[config.mk]
export PLATFORM = sky130hd
export DESIGN_NAME = puf_host_ctrl
export DESIGN_NICKNAME = d
export VERILOG_FILES = /design/src/rtl/puf_host_pkg.sv /design/src/rtl/puf_host_wdog.sv /design/src/rtl/puf_host_ctrl.sv
export SDC_FILE = /design/constraint.sdc
export NUM_CORES = 1
export LEC_CHECK = 0
export ABC_AREA = 1
export CAP_MARGIN = 20
export CORE_AREA = 2 2 129 131
export CTS_CLUSTER_DIAMETER = 100
export DETAILED_ROUTE_END_ITERATION = 12
export DIE_AREA = 0 0 131 133
export GPL_TIMING_DRIVEN = 0
export HOLD_SLACK_MARGIN = 0.1
export PLACE_DENSITY = 0.75
export SYNTH_ARGS = -nofsm -noshare
export SYNTH_HDL_FRONTEND = slang
export SYNTH_SLANG_ARGS = --single-unit
[constraint.sdc]
create_clock -name clk -period 5 [get_ports clk]
set_input_delay 1 -clock clk [delete_from_list [all_inputs] [get_ports clk]]
set_output_delay 1 -clock clk [all_outputs]
set_load 0.01 [all_outputs]
[src/rtl/puf_host_pkg.sv]
// Shared types and bus bit positions for the PUF host-side sequencer.
package puf_host_pkg;

    typedef enum logic [3:0] {
        S_IDLE,
        S_RST,
        S_LOAD,
        S_START,
        S_WAIT,
        S_CLR,
        S_RD_ADDR,
        S_RD_CAP,
        S_RSP
    } state_e;

    localparam int CTRL_RST     = 0;
    localparam int CTRL_RST_ITF = 1;
    localparam int CTRL_LOAD    = 2;
    localparam int CTRL_READ    = 3;

    localparam int START_BIT    = 0;

endpackage

[src/rtl/puf_host_wdog.sv]
// WAIT-phase timeout counter; expired flags the TIMEOUT_CYC-th enabled cycle.
module puf_host_wdog #(
    parameter int TIMEOUT_CYC = 65535
) (
    input  logic clk,
    input  logic i_rst,
    input  logic clear,
    input  logic enable,
    output logic expired
);

    localparam int                CNT_W = $clog2(TIMEOUT_CYC + 1);
    localparam logic [CNT_W-1:0] LAST  = CNT_W'(TIMEOUT_CYC - 1);

    logic [CNT_W-1:0] cnt;

    // Counts WAIT cycles already elapsed, so cnt == LAST marks the final permitted one.
    always_ff @(posedge clk) begin
        if (!i_rst || clear) begin
            cnt <= '0;
        end else if (enable && cnt != LAST) begin
            cnt <= cnt + 1'b1;
        end
    end

    assign expired = enable && (cnt == LAST);

endmodule

[src/rtl/puf_host_ctrl.sv]
// Host sequencer driving the PUF interface bus: reset, load, start, wait, clear, read back.
// Optional WAIT timeout is built only when PUF_HOST_TIMEOUT_EN is defined.
module puf_host_ctrl
    import puf_host_pkg::*;
#(
    parameter int WIDTH       = 64,
    parameter int N_OUT       = 2,
    parameter int TIMEOUT_CYC = 65535
) (
    input  logic             clk,
    input  logic             i_rst,
    input  logic             cmd_valid,
    output logic             cmd_ready,
    input  logic [WIDTH-1:0] cmd_data,
    output logic             rsp_valid,
    input  logic             rsp_ready,
    output logic [WIDTH-1:0] rsp_data,
    output logic             rsp_last,
    output logic             rsp_err,
    output logic [3:0]       itf_control,
    output logic [WIDTH-1:0] itf_address,
    output logic [WIDTH-1:0] itf_data_in,
    input  logic [WIDTH-1:0] itf_data_out,
    input  logic             itf_end_op
);

    localparam int               IDX_W    = $clog2(N_OUT) + 1;
    localparam logic [IDX_W-1:0] LAST_IDX = IDX_W'(N_OUT - 1);
    localparam logic [WIDTH-1:0] START_M  = WIDTH'(1) << START_BIT;

    state_e           state, next;
    logic [IDX_W-1:0] idx;
    logic [WIDTH-1:0] cfg;
    logic             err_q;
    logic             timeout_hit;
    logic             last_word;

`ifdef PUF_HOST_TIMEOUT_EN
    logic wd_expired;

    puf_host_wdog #(.TIMEOUT_CYC(TIMEOUT_CYC)) u_wdog (
        .clk     (clk),
        .i_rst   (i_rst),
        .clear   (state == S_START),
        .enable  (state == S_WAIT),
        .expired (wd_expired)
    );

    // end_op takes priority over a same-cycle expiry.
    assign timeout_hit = (state == S_WAIT) && !itf_end_op && wd_expired;
    assign rsp_err     = (state == S_RSP) && err_q;
`else
    assign timeout_hit = 1'b0;
    assign rsp_err     = 1'b0;
`endif

    assign last_word = err_q || (idx == LAST_IDX);
    assign rsp_last  = (state == S_RSP) && last_word;

    always_ff @(posedge clk) begin
        if (!i_rst) begin
            state <= S_IDLE;
        end else begin
            state <= next;
        end
    end

    always_comb begin
        next        = state;
        cmd_ready   = 1'b0;
        rsp_valid   = 1'b0;
        itf_control = '0;
        itf_address = '0;
        itf_data_in = '0;
        case (state)
            S_IDLE: begin
                cmd_ready = 1'b1;
                if (cmd_valid) next = S_RST;
            end
            S_RST: begin
                itf_control[CTRL_RST]     = 1'b1;
                itf_control[CTRL_RST_ITF] = 1'b1;
                next = S_LOAD;
            end
            S_LOAD: begin
                itf_control[CTRL_LOAD] = 1'b1;
                itf_data_in            = cfg;
                next = S_START;
            end
            S_START: begin
                itf_control[CTRL_LOAD] = 1'b1;
                itf_data_in            = cfg | START_M;
                next = S_WAIT;
            end
            S_WAIT: begin
                if (itf_end_op)       next = S_CLR;
                else if (timeout_hit) next = S_RSP;
            end
            S_CLR: begin
                itf_control[CTRL_LOAD] = 1'b1;
                itf_data_in            = cfg;
                next = S_RD_ADDR;
            end
            S_RD_ADDR: begin
                itf_control[CTRL_READ] = 1'b1;
                itf_address            = WIDTH'(idx);
                next = S_RD_CAP;
            end
            S_RD_CAP: begin
                next = S_RSP;
            end
            S_RSP: begin
                rsp_valid = 1'b1;
                if (rsp_ready) next = last_word ? S_IDLE : S_RD_ADDR;
            end
            default: next = S_IDLE;
        endcase
    end

    // Read data arrives the cycle after the address, so capture happens in RD_CAP.
    always_ff @(posedge clk) begin
        if (!i_rst) begin
            idx      <= '0;
            err_q    <= 1'b0;
            rsp_data <= '0;
        end else begin
            case (state)
                S_RST: begin
                    idx   <= '0;
                    err_q <= 1'b0;
                end
                S_WAIT: begin
                    if (timeout_hit) begin
                        err_q    <= 1'b1;
                        rsp_data <= '0;
                    end
                end
                S_RD_CAP: rsp_data <= itf_data_out;
                S_RSP: begin
                    if (rsp_ready && !last_word) idx <= idx + 1'b1;
                end
                default: ;
            endcase
        end
    end

    always_ff @(posedge clk) begin
        if (state == S_IDLE && cmd_valid) cfg <= cmd_data & ~START_M;
    end

endmodule

==> metrics.cfg <==
[placed_design]
dp_hpwl_um=11700
placedCellCount=1163
gp_congestion=0.778
io_buffers=267
dp_worst_setup_slack_ns=2.01
placed_area_sq_um=8690

[power_and_ir_drop]
power.ir.vdd_worst_mv=0.186
seq_power_share_pct=43.4
cellInternalPower_w=0.00218
power_per_cell_area_nw_per_um2=305
leakage_power_nw=4.17
switching_power_w=0.000651
combPwrFrac_pct=14.4
pwr-share-clk_pct=42.2
sw_frac_of_total_pct=23.0

[clock_network]
max-clock-path-buffers=2
post-cts-setup-buffer-count=0
cts-resized-gates=0
clkLatencyLatePin_ns=0.41
ctsHtreeMaxLevel=4
cts_inserted_buffers=17
tritoncts_num_sinks=133
clkSlewWorstSetupHoldPaths_ns=0.06
ctsHoldBuffers=0
cts_root_buffer=sky130_fd_sc_hd__clkbuf_16
cts_tree=done

[grt]
grt-busiest-layer=met2
grt_start_max_net_pins=35
use_met1_pct=18.5
grt_first_pass_wirelength_um=23600
met2_usage_pct=29.4
globalRoute.totalOverflow=0
first_global_vias=4613
antenna_found_initial=0
globalRouteMet3Util_pct=9.75
global_route.usage.total_pct=17.6

[timing]
rsz0062_at_grt=no
final_min_period_over_clock_period_pct=67.2
final_period_minus_worst_setup_slack_ns=3.36
drv_slew=0
report.final.setup_viol=0
worst_clock_skew_ns=0.00943
post-route-worst-setup-slack_ns=1.64
achievable-frequency_mhz=298
tightestPinTransition_ns=0.865
setup_tns_ns=0
slew_headroom_pct=42.2
timing_hold_violations_final=0

[drt]
firstDrtPassIters=4
detail_route.vias_per_cell=4.08
drt_drc_violations_left=0
detailedRoute.firstIterationViolations=155
vias=4872
wirelength_um=15400
antenna_violation_net_count_after_detailed_routing=0
routed_length_per_placed_instance_um=12.9

[floorplanning]
rows=47
top_level_ports=333
placeableCoreArea_sq_um=16200
fp.dieW_um=131
fp.dieArea_sq_um=17400
initial_core_util_pct=33.9
die_h_um=133

[worst_setup_path]
reg2reg_from=state[1]
timing.critical_path.slowest_cell_delay_ns=0.52
critPathMostFrequentCell=sky130_fd_sc_hd__inv_1
critical_path_endpoint_category=primary output
critPathLaunchType=flop
timing.critical_path.max_delay_family=buffers and inverters
required_ns=4.00
critPathLaunch=state[3]
worst-endpoint-arrival_ns=2.36
cp_slowest_cell=sky130_fd_sc_hd__clkdlybuf4s50_1
critPathBufInv=4
maximum_fanout_along_the_worst_path=10
timing_worst_setup_path_type=flop to primary output
crit_path_cell_trace=inv_1 > nand2_1 > inv_1 > a21oi_4 > buf_2 > nor2_1 > clkdlybuf4s50_1

[finish]
syn_to_final_growth_pct=68.9
final.fill_count=1421
multi_input_comb_area_sq_um=1520
layout.area.seq_sq_um=3290
n_diodes=0
layout-drive-gt1-share_pct=11.8
post_route_standard_cell_area_excluding_fillers_sq_um=9260
post-route-util_pct=57.3
stdcell_count=1195
num-nets-final=1096

[synth]
yosys_warnings=0
postSynthRegisterBits=133
synth_area_sq_um=5480
postSynthAreaPerCell_sq_um=8.95
synth_cells=613
post_synth_main_area_contributors=sky130_fd_sc_hd__edfxtp_1 34%, sky130_fd_sc_hd__dfxtp_1 26%, sky130_fd_sc_hd__nor2_1 15%
synth_cell_type_count=16
synth.largest_area_cell=sky130_fd_sc_hd__edfxtp_1
portion_of_the_post_synthesis_area_used_by_sequential_elements_pct=60.1
post-synth-top-area-fraction_pct=34.5

[job]
max-cap-violations=0

[worst_hold_path]
hold_path_class=flop to flop
hp-start=rsp_data[2]

[outcome]
run_status=finished, final reports clean

==> worst reg2reg max path: stages (launching register included) <==
cell and delay [ns]:
sky130_fd_sc_hd__dfxtp_1 0.36, sky130_fd_sc_hd__nor2_1 0.30, sky130_fd_sc_hd__nand2_1 0.18, sky130_fd_sc_hd__nor2_4 0.69, sky130_fd_sc_hd__buf_12 0.32
==> area by class of cell <==
| class | count | area share [%] |
|---|---|---|
| clock buffer | 24 | 5.36 |
| clock inverter | 8 | 0.770 |
| timing repair buffer | 268 | 29.1 |
| multi-input combinational | 370 | 16.4 |
| sequential | 133 | 35.6 |
| buffer | 91 | 6.57 |
| tap | 220 | 2.97 |
| inverter | 81 | 3.28 |
==> power by group through the flow <==
stage,logic [W],registers [W],clock network [W]
after floorplan,0.000181,0.00125,0
after global placement,0.000398,0.00126,0
after detailed placement,0.000408,0.00125,0
after CTS,0.000411,0.00123,0.00122
after global routing,0.000446,0.00123,0.00128
final,0.000408,0.00123,0.00119
==> synth_stat cells <==
cell                       instances
sky130_fd_sc_hd__a21oi_1           3
sky130_fd_sc_hd__a21oi_4           1
sky130_fd_sc_hd__buf_2            18
sky130_fd_sc_hd__buf_4            65
sky130_fd_sc_hd__clkbuf_1          8
sky130_fd_sc_hd__conb_1            1
sky130_fd_sc_hd__dfxtp_1          70
sky130_fd_sc_hd__edfxtp_1         63
sky130_fd_sc_hd__ha_1              1
sky130_fd_sc_hd__inv_1            81
sky130_fd_sc_hd__nand2_1          13
sky130_fd_sc_hd__nand3_1           6
sky130_fd_sc_hd__nand3b_1          1
sky130_fd_sc_hd__nand4_1           2
sky130_fd_sc_hd__nor2_1          215
sky130_fd_sc_hd__o21ai_0          65
==> sequential cells by signal (all words and copies together), names as in the netlist <==
name and cells:
idx 2, cfg 63, rsp_data 64, state 4
==> per-layer routing <==
| layer | part of all wire [%] | wire length, um | up-vias |
|---|---|---|---|
| met4 | 1.9 | 297 | 0 |
| met3 | 13 | 1990 | 17 |
| met1 | 37 | 5760 | 2167 |
| met2 | 48 | 7400 | 221 |
| met5 | 0 | 0 | - |
| li1 | - | - | 2467 |
==> placed cells by master (no fill, tap or decap) <==
master and n:
sky130_fd_sc_hd__buf_12 1, sky130_fd_sc_hd__a21oi_4 1, sky130_fd_sc_hd__nor2_1 214, sky130_fd_sc_hd__dfxtp_1 70, sky130_fd_sc_hd__clkbuf_1 11, sky130_fd_sc_hd__a21oi_1 3, sky130_fd_sc_hd__conb_1 63, sky130_fd_sc_hd__inv_1 81
sky130_fd_sc_hd__bufinv_16 1, sky130_fd_sc_hd__buf_2 18, sky130_fd_sc_hd__o21ai_0 65, sky130_fd_sc_hd__nand3b_1 1, sky130_fd_sc_hd__nor2_4 1, sky130_fd_sc_hd__nand4_1 2, sky130_fd_sc_hd__clkinv_4 1, sky130_fd_sc_hd__nand3_1 6
sky130_fd_sc_hd__nand2_1 13, sky130_fd_sc_hd__clkinv_2 4, sky130_fd_sc_hd__clkbuf_16 18, sky130_fd_sc_hd__clkbuf_4 1, sky130_fd_sc_hd__edfxtp_1 63, sky130_fd_sc_hd__ha_1 1, sky130_fd_sc_hd__clkdlybuf4s50_1 267, sky130_fd_sc_hd__buf_4 65
sky130_fd_sc_hd__clkbuf_8 2, sky130_fd_sc_hd__inv_4 2
==> kinds of logic (layout without fill, tap and decap cells) <==
logic type               Yosys count  in the layout  share of synthesized area [%]
other                              1             63                         0.0684
flip-flops                       133            133                           60.1
buffers and inverters            172            472                           16.6
adder cells (fa/ha/maj)            1              1                          0.228
AND/OR/NAND/NOR                  237            237                           16.5
AO/OA/AOI/OAI                     69             69                           6.50
==> metrics by stage <==
stage	total power, W	hold slack (ns)
after floorplan	0.00143	0.525
after global placement	0.00165	0.491
after detailed placement	0.00166	0.497
after CTS	0.00286	0.514
after global routing	0.00295	0.531
final	0.00283	0.509
==> path summary, 6_finish.rpt <==
path                     endpoint  slack (ns)  cells past startpoint
setup / recovery  itf_data_in[56]        1.64                      7
hold / removal        rsp_data[2]        0.51                      2
setup reg to reg          cfg[12]        2.81                      4
hold reg to reg       rsp_data[2]        0.51                      2
Note: power is estimated with default switching activity, not from simulation.
